File: src/rtl/game_text_buf.sv
// On-screen text layer: COLS x ROWS RAM-backed character grid with a cursor write port,
// a hardware clear engine and a 1-cycle registered read port. Define TEXT_BUF_SCROLL_EN to scroll instead of wrap.
package vga_pkg;
  localparam logic [6:0] SPACE = 7'h20;
endpackage

module game_text_buf #(
  parameter int                 COLS    = 16,
  parameter int                 ROWS    = 8,
  parameter int                 CODE_W  = 7,
  parameter logic [CODE_W-1:0]  NL_CODE = CODE_W'(7'h7F),
  localparam int                CW      = $clog2(COLS),
  localparam int                RW      = $clog2(ROWS)
) (
  input  logic              clk,
  input  logic              rst_n,
  input  logic [RW+CW-1:0]  char_xy,
  output logic [CODE_W-1:0] char_code,
  input  logic              wr_valid,
  input  logic [CODE_W-1:0] wr_code,
  output logic              wr_ready,
  input  logic              clr,
  output logic              busy,
  output logic [CW-1:0]     cursor_x,
  output logic [RW-1:0]     cursor_y
);

  localparam int                DEPTH     = COLS * ROWS;
  localparam int                AW        = $clog2(DEPTH);
  localparam logic [CODE_W-1:0] SPACE     = CODE_W'(vga_pkg::SPACE);
  localparam logic [AW-1:0]     LAST_ADDR = AW'(DEPTH - 1);
  localparam logic [AW-1:0]     LAST_LCOL = AW'(COLS - 1);
  localparam logic [CW-1:0]     LAST_COL  = CW'(COLS - 1);
  localparam logic [RW-1:0]     LAST_ROW  = RW'(ROWS - 1);

`ifdef TEXT_BUF_SCROLL_EN
  typedef enum logic [1:0] {IDLE, CLEAR, LINECLR} state_t;
`else
  typedef enum logic [1:0] {IDLE, CLEAR} state_t;
`endif

  state_t              state;
  logic [AW-1:0]       cnt;
  logic [CODE_W-1:0]   mem [DEPTH];

  logic [RW-1:0]       rd_row, rd_prow, cur_prow;
  logic [CW-1:0]       rd_col;
  logic                col_oob, row_oob, rd_oob;
  logic [AW-1:0]       rd_addr;

  logic                wr_accept;
  logic                mem_we;
  logic [AW-1:0]       mem_waddr;
  logic [CODE_W-1:0]   mem_wdata;

  function automatic logic [AW-1:0] cell_addr(input logic [RW-1:0] r, input logic [CW-1:0] c);
    return AW'(r) * AW'(COLS) + AW'(c);
  endfunction

  // Display row -> physical row. Scrolling rotates the mapping instead of moving data.
`ifdef TEXT_BUF_SCROLL_EN
  logic [RW-1:0] top_row;

  function automatic logic [RW-1:0] phys_row(input logic [RW-1:0] row, input logic [RW-1:0] top);
    logic [RW:0] sum;
    sum = {1'b0, row} + {1'b0, top};
    if (sum >= (RW+1)'(ROWS)) sum = sum - (RW+1)'(ROWS);
    return sum[RW-1:0];
  endfunction

  always_comb begin
    cur_prow = phys_row(cursor_y, top_row);
    rd_prow  = phys_row(rd_row, top_row);
  end
`else
  always_comb begin
    cur_prow = cursor_y;
    rd_prow  = rd_row;
  end
`endif

  always_comb begin
    rd_row = char_xy[RW+CW-1:CW];
    rd_col = char_xy[CW-1:0];
  end

  // Out-of-range checks exist only when the field can encode values past the grid.
  if (COLS == (1 << CW)) begin : g_col_full
    assign col_oob = 1'b0;
  end else begin : g_col_part
    assign col_oob = (rd_col > LAST_COL);
  end

  if (ROWS == (1 << RW)) begin : g_row_full
    assign row_oob = 1'b0;
  end else begin : g_row_part
    assign row_oob = (rd_row > LAST_ROW);
  end

  assign rd_oob  = col_oob | row_oob;
  assign rd_addr = rd_oob ? '0 : cell_addr(rd_prow, rd_col);

  // NOTE: non-blocking read of mem alongside a same-edge write returns the old contents.
  always_ff @(posedge clk or negedge rst_n) begin
    if (!rst_n) char_code <= SPACE;
    else        char_code <= rd_oob ? SPACE : mem[rd_addr];
  end

  assign wr_ready  = (state == IDLE) & ~clr;
  assign wr_accept = wr_valid & wr_ready;

  // NOTE: every always_comb output gets a default first so no path infers a latch.
  always_comb begin
    mem_we    = 1'b0;
    mem_waddr = cell_addr(cur_prow, cursor_x);
    mem_wdata = SPACE;
    case (state)
      CLEAR: begin
        mem_we    = 1'b1;
        mem_waddr = cnt;
      end
`ifdef TEXT_BUF_SCROLL_EN
      LINECLR: begin
        mem_we    = 1'b1;
        mem_waddr = cell_addr(cur_prow, CW'(cnt));
      end
`endif
      default: begin
        if (wr_accept && (wr_code != NL_CODE)) begin
          mem_we    = 1'b1;
          mem_wdata = wr_code;
        end
      end
    endcase
  end

  // NOTE: the character RAM has no reset; the clear engine initialises it after reset.
  always_ff @(posedge clk) begin
    if (mem_we) mem[mem_waddr] <= mem_wdata;
  end

  always_ff @(posedge clk or negedge rst_n) begin
    if (!rst_n) begin
      state    <= CLEAR;
      busy     <= 1'b1;
      cnt      <= '0;
      cursor_x <= '0;
      cursor_y <= '0;
`ifdef TEXT_BUF_SCROLL_EN
      top_row  <= '0;
`endif
    end else if (clr) begin
      state    <= CLEAR;
      busy     <= 1'b1;
      cnt      <= '0;
      cursor_x <= '0;
      cursor_y <= '0;
`ifdef TEXT_BUF_SCROLL_EN
      top_row  <= '0;
`endif
    end else begin
      case (state)
        CLEAR: begin
          if (cnt == LAST_ADDR) begin
            state <= IDLE;
            busy  <= 1'b0;
          end else begin
            cnt <= cnt + 1'b1;
          end
        end
`ifdef TEXT_BUF_SCROLL_EN
        LINECLR: begin
          if (cnt == LAST_LCOL) begin
            state <= IDLE;
            busy  <= 1'b0;
          end else begin
            cnt <= cnt + 1'b1;
          end
        end
`endif
        default: begin
          if (wr_accept) begin
            if ((wr_code != NL_CODE) && (cursor_x != LAST_COL)) begin
              cursor_x <= cursor_x + 1'b1;
            end else begin
              cursor_x <= '0;
              if (cursor_y != LAST_ROW) begin
                cursor_y <= cursor_y + 1'b1;
              end else begin
`ifdef TEXT_BUF_SCROLL_EN
                // Bottom line reached: rotate the view and blank the recycled row.
                top_row <= (top_row == LAST_ROW) ? '0 : top_row + 1'b1;
                state   <= LINECLR;
                busy    <= 1'b1;
                cnt     <= '0;
`else
                cursor_y <= '0;
`endif
              end
            end
          end
        end
      endcase
    end
  end

endmodule
File: config.mk
export PLATFORM = sky130hd
export DESIGN_NAME = game_text_buf
export DESIGN_NICKNAME = d
export VERILOG_FILES = /design/src/rtl/game_text_buf.sv
export SDC_FILE = /design/constraint.sdc
export NUM_CORES = 1
export LEC_CHECK = 0
export BUFFER_PORTS_ARGS = -buffer_cell sky130_fd_sc_hd__buf_4
export CAP_MARGIN = 20
export CORE_UTILIZATION = 65
export CTS_CLUSTER_SIZE = 12
export DETAILED_ROUTE_END_ITERATION = 12
export PLACE_DENSITY_LB_ADDON = 0.3
export SLEW_MARGIN = 40
export SYNTH_ARGS = -nofsm -noshare
export SYNTH_HDL_FRONTEND = slang
export SYNTH_SLANG_ARGS = --single-unit
File: constraint.sdc
create_clock -name clk -period 6.55 [get_ports clk]
set_input_delay 0.3275 -clock clk [delete_from_list [all_inputs] [get_ports clk]]
set_output_delay 0.3275 -clock clk [all_outputs]
set_load 0.01 [all_outputs]
* Yosys cells after proc, flatten, opt, wreduce, memory -nomap -nowiden *
Memories as Yosys holds them, arrays and structs flattened. A register that Yosys moved wholly into a read port is not among the register bits.
Index checks and enable logic that the tools add are counted.

operators by class
  add/sub/neg operators = 5
  $mul = 0
  div/mod/pow operators = 0
  order comparisons = 0
  equality and inequality tests = 8
  shift-type cells = 0
  multiplexer cells = 25
  bitwise logic cells = 3
  reductions and logical operators = 11

operators with widths
  kind                                                             count
  7-bit 2-to-1 mux                                                 6
  4-bit 2-to-1 mux                                                 4
  3-bit 2-to-1 mux                                                 5
  7-bit by 4-bit adder with 7-bit output                           2
  7-bit by 1-bit adder with 7-bit output, second input constant    1
  7-bit == test, second input constant                             1
  1-bit 2-to-1 mux                                                 7
  7-bit != test, second input constant                             1
  2-bit 2-to-1 mux                                                 3
  2-bit != test, second input constant                             3
  2-bit AND reduction                                              3
  2-bit nonzero test                                               3
  4-bit by 1-bit adder with 4-bit output, second input constant    1
  4-bit != test, second input constant                             1
  3-bit by 1-bit adder with 3-bit output, second input constant    1
  3-bit != test, second input constant                             1
  3-bit AND reduction                                              1
  1-bit AND                                                        2
  2-bit by 1-bit == test with 1-bit output, second input constant  1
  1-bit logical AND                                                2
  2-bit zero test                                                  1
  1-bit zero test                                                  1
  1-bit NOT                                                        1

word-level totals
  bits in registers = 17
  bits in latches = 0
  memory bits (writable) = 896
  bits in read-only memories = 0
  bits of input ports = 18
  output and inout bits = 16
  word-level logic and storage cells = 58
  memories = 1

memories
  memory  words  width  rd ports  clocked after Yosys merged registers in  wr ports  line  text
  mem     128    7      1         1                                        1         44    logic [CODE_W-1:0] mem [DEPTH];

* Depth between registers and ports, before layout *
  depth after elaboration = 8
  depth in mapped cells = 7
  depth with buffers taken out = 5

* Worst setup path after synthesis *
Ideal clock, no wire load.

  path type = reg-to-reg
  from = register state[0]
  to = memory mem[0][0] (data pin)
  library setup time = 0.534 ns
  data arrival time = 3.154 ns
  required time = 6.016 ns
  path slack = 2.862 ns
  cell stages (with the launch flop) = 6
  path buffers = 2
  period minus slack after synthesis = 3.688 ns
  cell sequence = dfstp_2 clkbuf_1 clkbuf_1 nand2b_1 a211oi_1 and2_1

between the ends
  longest elaborated chain between the ends = 6
  elaborated cells on any way between the ends = 7
  those cells by class = eq/ne: 1; mux: 2; bitwise: 2; reduce/logical: 2

RTL lines
  what                    line  text
  start, declared         42    state_t state;
  start signal, assigned  144   state <= CLEAR;
  start signal, assigned  153   state <= CLEAR;
  start signal, assigned  165   state <= IDLE;
  2-bit zero test         109   assign wr_ready = (state == IDLE) & ~clr;
  1-bit AND               109
  1-bit AND               110   assign wr_accept = wr_valid & wr_ready;
  1-bit logical AND       129   if (wr_accept && (wr_code != NL_CODE)) begin
  7-bit 2-to-1 mux        129
  7-bit 2-to-1 mux (*)    117   case (state)
  net mem_wdata[0]        54    logic [CODE_W-1:0] mem_wdata;
  end, declared           44

The timed path passes the listed nets; every way through them passes the cells marked *.

* Worst setup path in the final report *
  from = register state[0]
  to = memory mem[53][4] (enable)

between the ends
  longest elaborated chain between the ends = 8
  elaborated cells on any way between the ends = 10
  those cells by class = eq/ne: 1; mux: 5; bitwise: 2; reduce/logical: 2

RTL lines
  what                                    line  text
  2-bit zero test                         109
  1-bit AND                               109
  1-bit AND                               110
  1-bit logical AND                       129
  1-bit 2-to-1 mux                        129
  1-bit 2-to-1 mux                        117
  1-bit 2-to-1 mux                        139   if (mem_we) mem[mem_waddr] <= mem_wdata;
  1-bit 2-to-1 mux (not written as such)  139

Parallel ways exist; a longest one is shown, timed or not.

==> impl_metrics.yaml <==
global_routing:
  grt_max_degree: 129
  grt_usage_pct: 30.30
  grt_pass1_vias: 17490
  grt_pass1_wl_um: 118700
  overflow: 0
  antenna_found_initial: 6
floorplanning:
  die-area_sq_um: 56120
  start_util_pct: 66.25
  num_rows: 85
  dieWidth_um: 236.9
  coreArea_sq_um: 54130
  num_io_pins: 34
  die_h_um: 236.9
timing:
  period_share_pct: 55.29
  clock_skew_ns: 0.02294
  max_freq_mhz: 276.1
  finalHoldViolCount: 0
  tns_ns: 0
  slew-limit-headroom_pct: 39.33
  rsz0062_at_grt: "false"
  tightestPinTransition_ns: 0.9068
  slew_violations: 0
  report.final.setup_viol: 0
  fin_crit_ns: 3.621
place:
  port_buffers: 33
  dp_hpwl_um: 44810
  gp_congestion: 0.8025
  dp.cells: 2240
detailed_routing:
  vias: 16970
  wl_per_cell_um: 34.01
  drt_wl_total_um: 81080
  first_pass_iters: 5
  viasPerCell: 7.117
  drc: 0
  postRouteAntennaNets: 0
  initialDrtViolationCount: 2092
setup_path:
  crit_fanout: 37
  cpPeakStageDelay_ns: 0.92
  path_class: "register to register"
  endpoint_kind: "register"
  cp_data_arrival_time_ns: 3.88
  cp-start-kind: "register"
  crit_family: "simple AND/OR/NAND/NOR gates"
  cpMaxStageDelayCell: "dfstp_2"
  r2r_cells: 4
  cp.required_ns: 6.81
  crit_chain: "inv_1 -> o32ai_2 -> nand2_1 -> nor2_1"
  reg2reg_from: "state[0]"
  rrSetupSlack_ns: 2.93
  reg2reg_to: "mem[53][4]"
  timing.critical_path.buf_inv: 1
logic_synthesis:
  synthTopCellsByArea: "edfxtp_1 75%, mux4_2 18%, nor2_1 1.5%"
  synth_area_leader_cell: "edfxtp_1"
  yosysMostFrequentCell: "edfxtp_1"
  synth_edf_count: 896
  synth_cell_type_count: 45
  synth_top_area_share_pct: 75.02
  syn_nets: 1592
  avgSynthCellArea_sq_um: 22.84
  syn_inst: 1570
  ys.flop_type: "edfxtp_1"
  synth_common_cells: "896 x edfxtp_1, 294 x mux4_2, 139 x nor2_1, 52 x clkbuf_1, 28 x nand2_1"
  synth-seq-cells: 918
  async_flop_share_pct: 2.397
  ys_seq_area_share_pct: 76.56
  netlist_area_sq_um: 35870
  yosys_warnings: 0
power_and_ir_drop:
  leakage_nw: 13.68
  ir_drop_mv: 0.2209
  total_power_mw: 11.54
  p_per_area_nw_per_um2: 291.3
clock_tree:
  clockBufferDepth: 3
  cts_setup_buffers: 0
  path_clk_slew_ns: 0.06
  cts_tree: "yes"
  h-tree-depth: 3
  clock_latency_ns: 0.64
  cts_root_buffer: "clkbuf_16"
  numCtsBuffers: 90
  ctsResizeCount: 0
  clock_sinks: 918
hold_path:
  hold_path_class: "primary input to register"
  hold_start: "wr_valid"
  hold_path_end: "cursor_x[0]"
  whs_path_depth: 3
final_layout:
  final_nets: 1662
  syn_to_final_growth_pct: 10.49
  layout.cells.non_filler: 2384
  drive_gt1_share_pct: 29.03
  diodes: 0
  fillers: 2775
flow_run:
  drv_cap: 0
outcome:
  outcome: "completed"
[sequential cells by signal, summed over array words and instances (netlist names)]
name	count
mem	896
cursor_y	3
cursor_x	4
char_code	7
cnt	7
state	1
[placed cells by master, fill, tap and decap left out, types with 3 or more instances in the layout]
master / netlist / layout
mux4_2: 294 / 294
buf_12: 0 / 5
clkbuf_16: 0 / 96
ha_1: 4 / 4
clkinv_1: 0 / 10
o21ai_0: 8 / 6
nand2b_1: 3 / 3
clkbuf_1: 52 / 33
buf_4: 10 / 46
nor2b_1: 4 / 4
nor2_1: 139 / 127
edfxtp_1: 896 / 896
and2_4: 0 / 6
mux2_2: 8 / 8
nor3_2: 0 / 3
nand2_1: 28 / 28
xnor2_1: 4 / 4
a21oi_1: 3 / 3
inv_1: 5 / 5
nor2_2: 0 / 12
buf_6: 2 / 3
dfrtp_1: 20 / 20
nand3_1: 7 / 7
o211ai_1: 10 / 10
a31oi_1: 5 / 5
[worst reg2reg max path: stages, from the launching register on]
cell	delay, ns
dfstp_2	0.92
inv_1	0.28
o32ai_2	0.82
nand2_1	0.45
nor2_1	0.77
[stage by stage]
step                      util (%)  setup WS [ns]  hold WS (ns)  area (sq um)
after floorplan                  -          2.862       0.03191         35870
final                        73.20          2.929        0.1392         39630
after detailed placement     68.29          2.836        0.2638         36970
after global routing         73.20          2.772        0.1183         39630
after CTS                    73.05          3.014       0.09249         39540
after global placement       68.09          2.806        0.2558         36860
[report_power, final]
group / switching, mW / internal, mW
Combinational: 0.251 / 0.203
Sequential: 0.0210 / 6.37
Clock: 2.08 / 2.62
Total: 2.35 / 9.19
[repair_timing]
action                                  in CTS  in global routing
hold endpoints to repair                    30                  0
endpoints found under the setup margin       0                  0
hold buffers                                 2                  0
[final cells by class]
cell class,count,area [sq um],share of cell area (%)
clock inverters,12,51.30,0.1295
clock buffers,128,2501,6.312
well taps,696,870.8,2.198
inverters,5,18.77,0.04736
flip-flops and latches,918,27460,69.29
multi-input cells,563,8104,20.45
repair buffers,62,621.8,1.569
[worst max-delay path by stage]
stage                    start      endpoint  depth (start not counted)
finish                state[0]    mem[53][4]                          4
global route          state[0]    mem[52][4]                          4
CTS                   state[0]    mem[49][6]                          4
detailed placement  char_xy[0]  char_code[1]                          7
global placement    char_xy[0]  char_code[0]                          6
floorplan             state[0]     mem[0][0]                          5
[kinds of logic (layout without fill, tap and decap cells)]
kind of cell,count (synthesis),count (layout),share of synthesized area (%)
adder cells (fa/ha/maj),4,4,0.1395
buffers and inverters,89,207,1.102
flip-flops,918,918,76.56
AO/OA/AOI/OAI,47,47,0.9454
XOR/XNOR,4,4,0.09767
multiplexers,304,304,18.77
AND/OR/NAND/NOR,204,204,2.386
[per-layer routing]
layer  vias to the layer above  part of all wire (%)  GRT usage [%]
li1                       6771                     -              -
met5                         -                 0.053              0
met3                       201                    12          9.431
met1                      8850                    35          40.65
met2                      1137                    49          47.32
met4                         8                   3.7          12.00
Note: power is estimated with default switching activity, not from simulation.
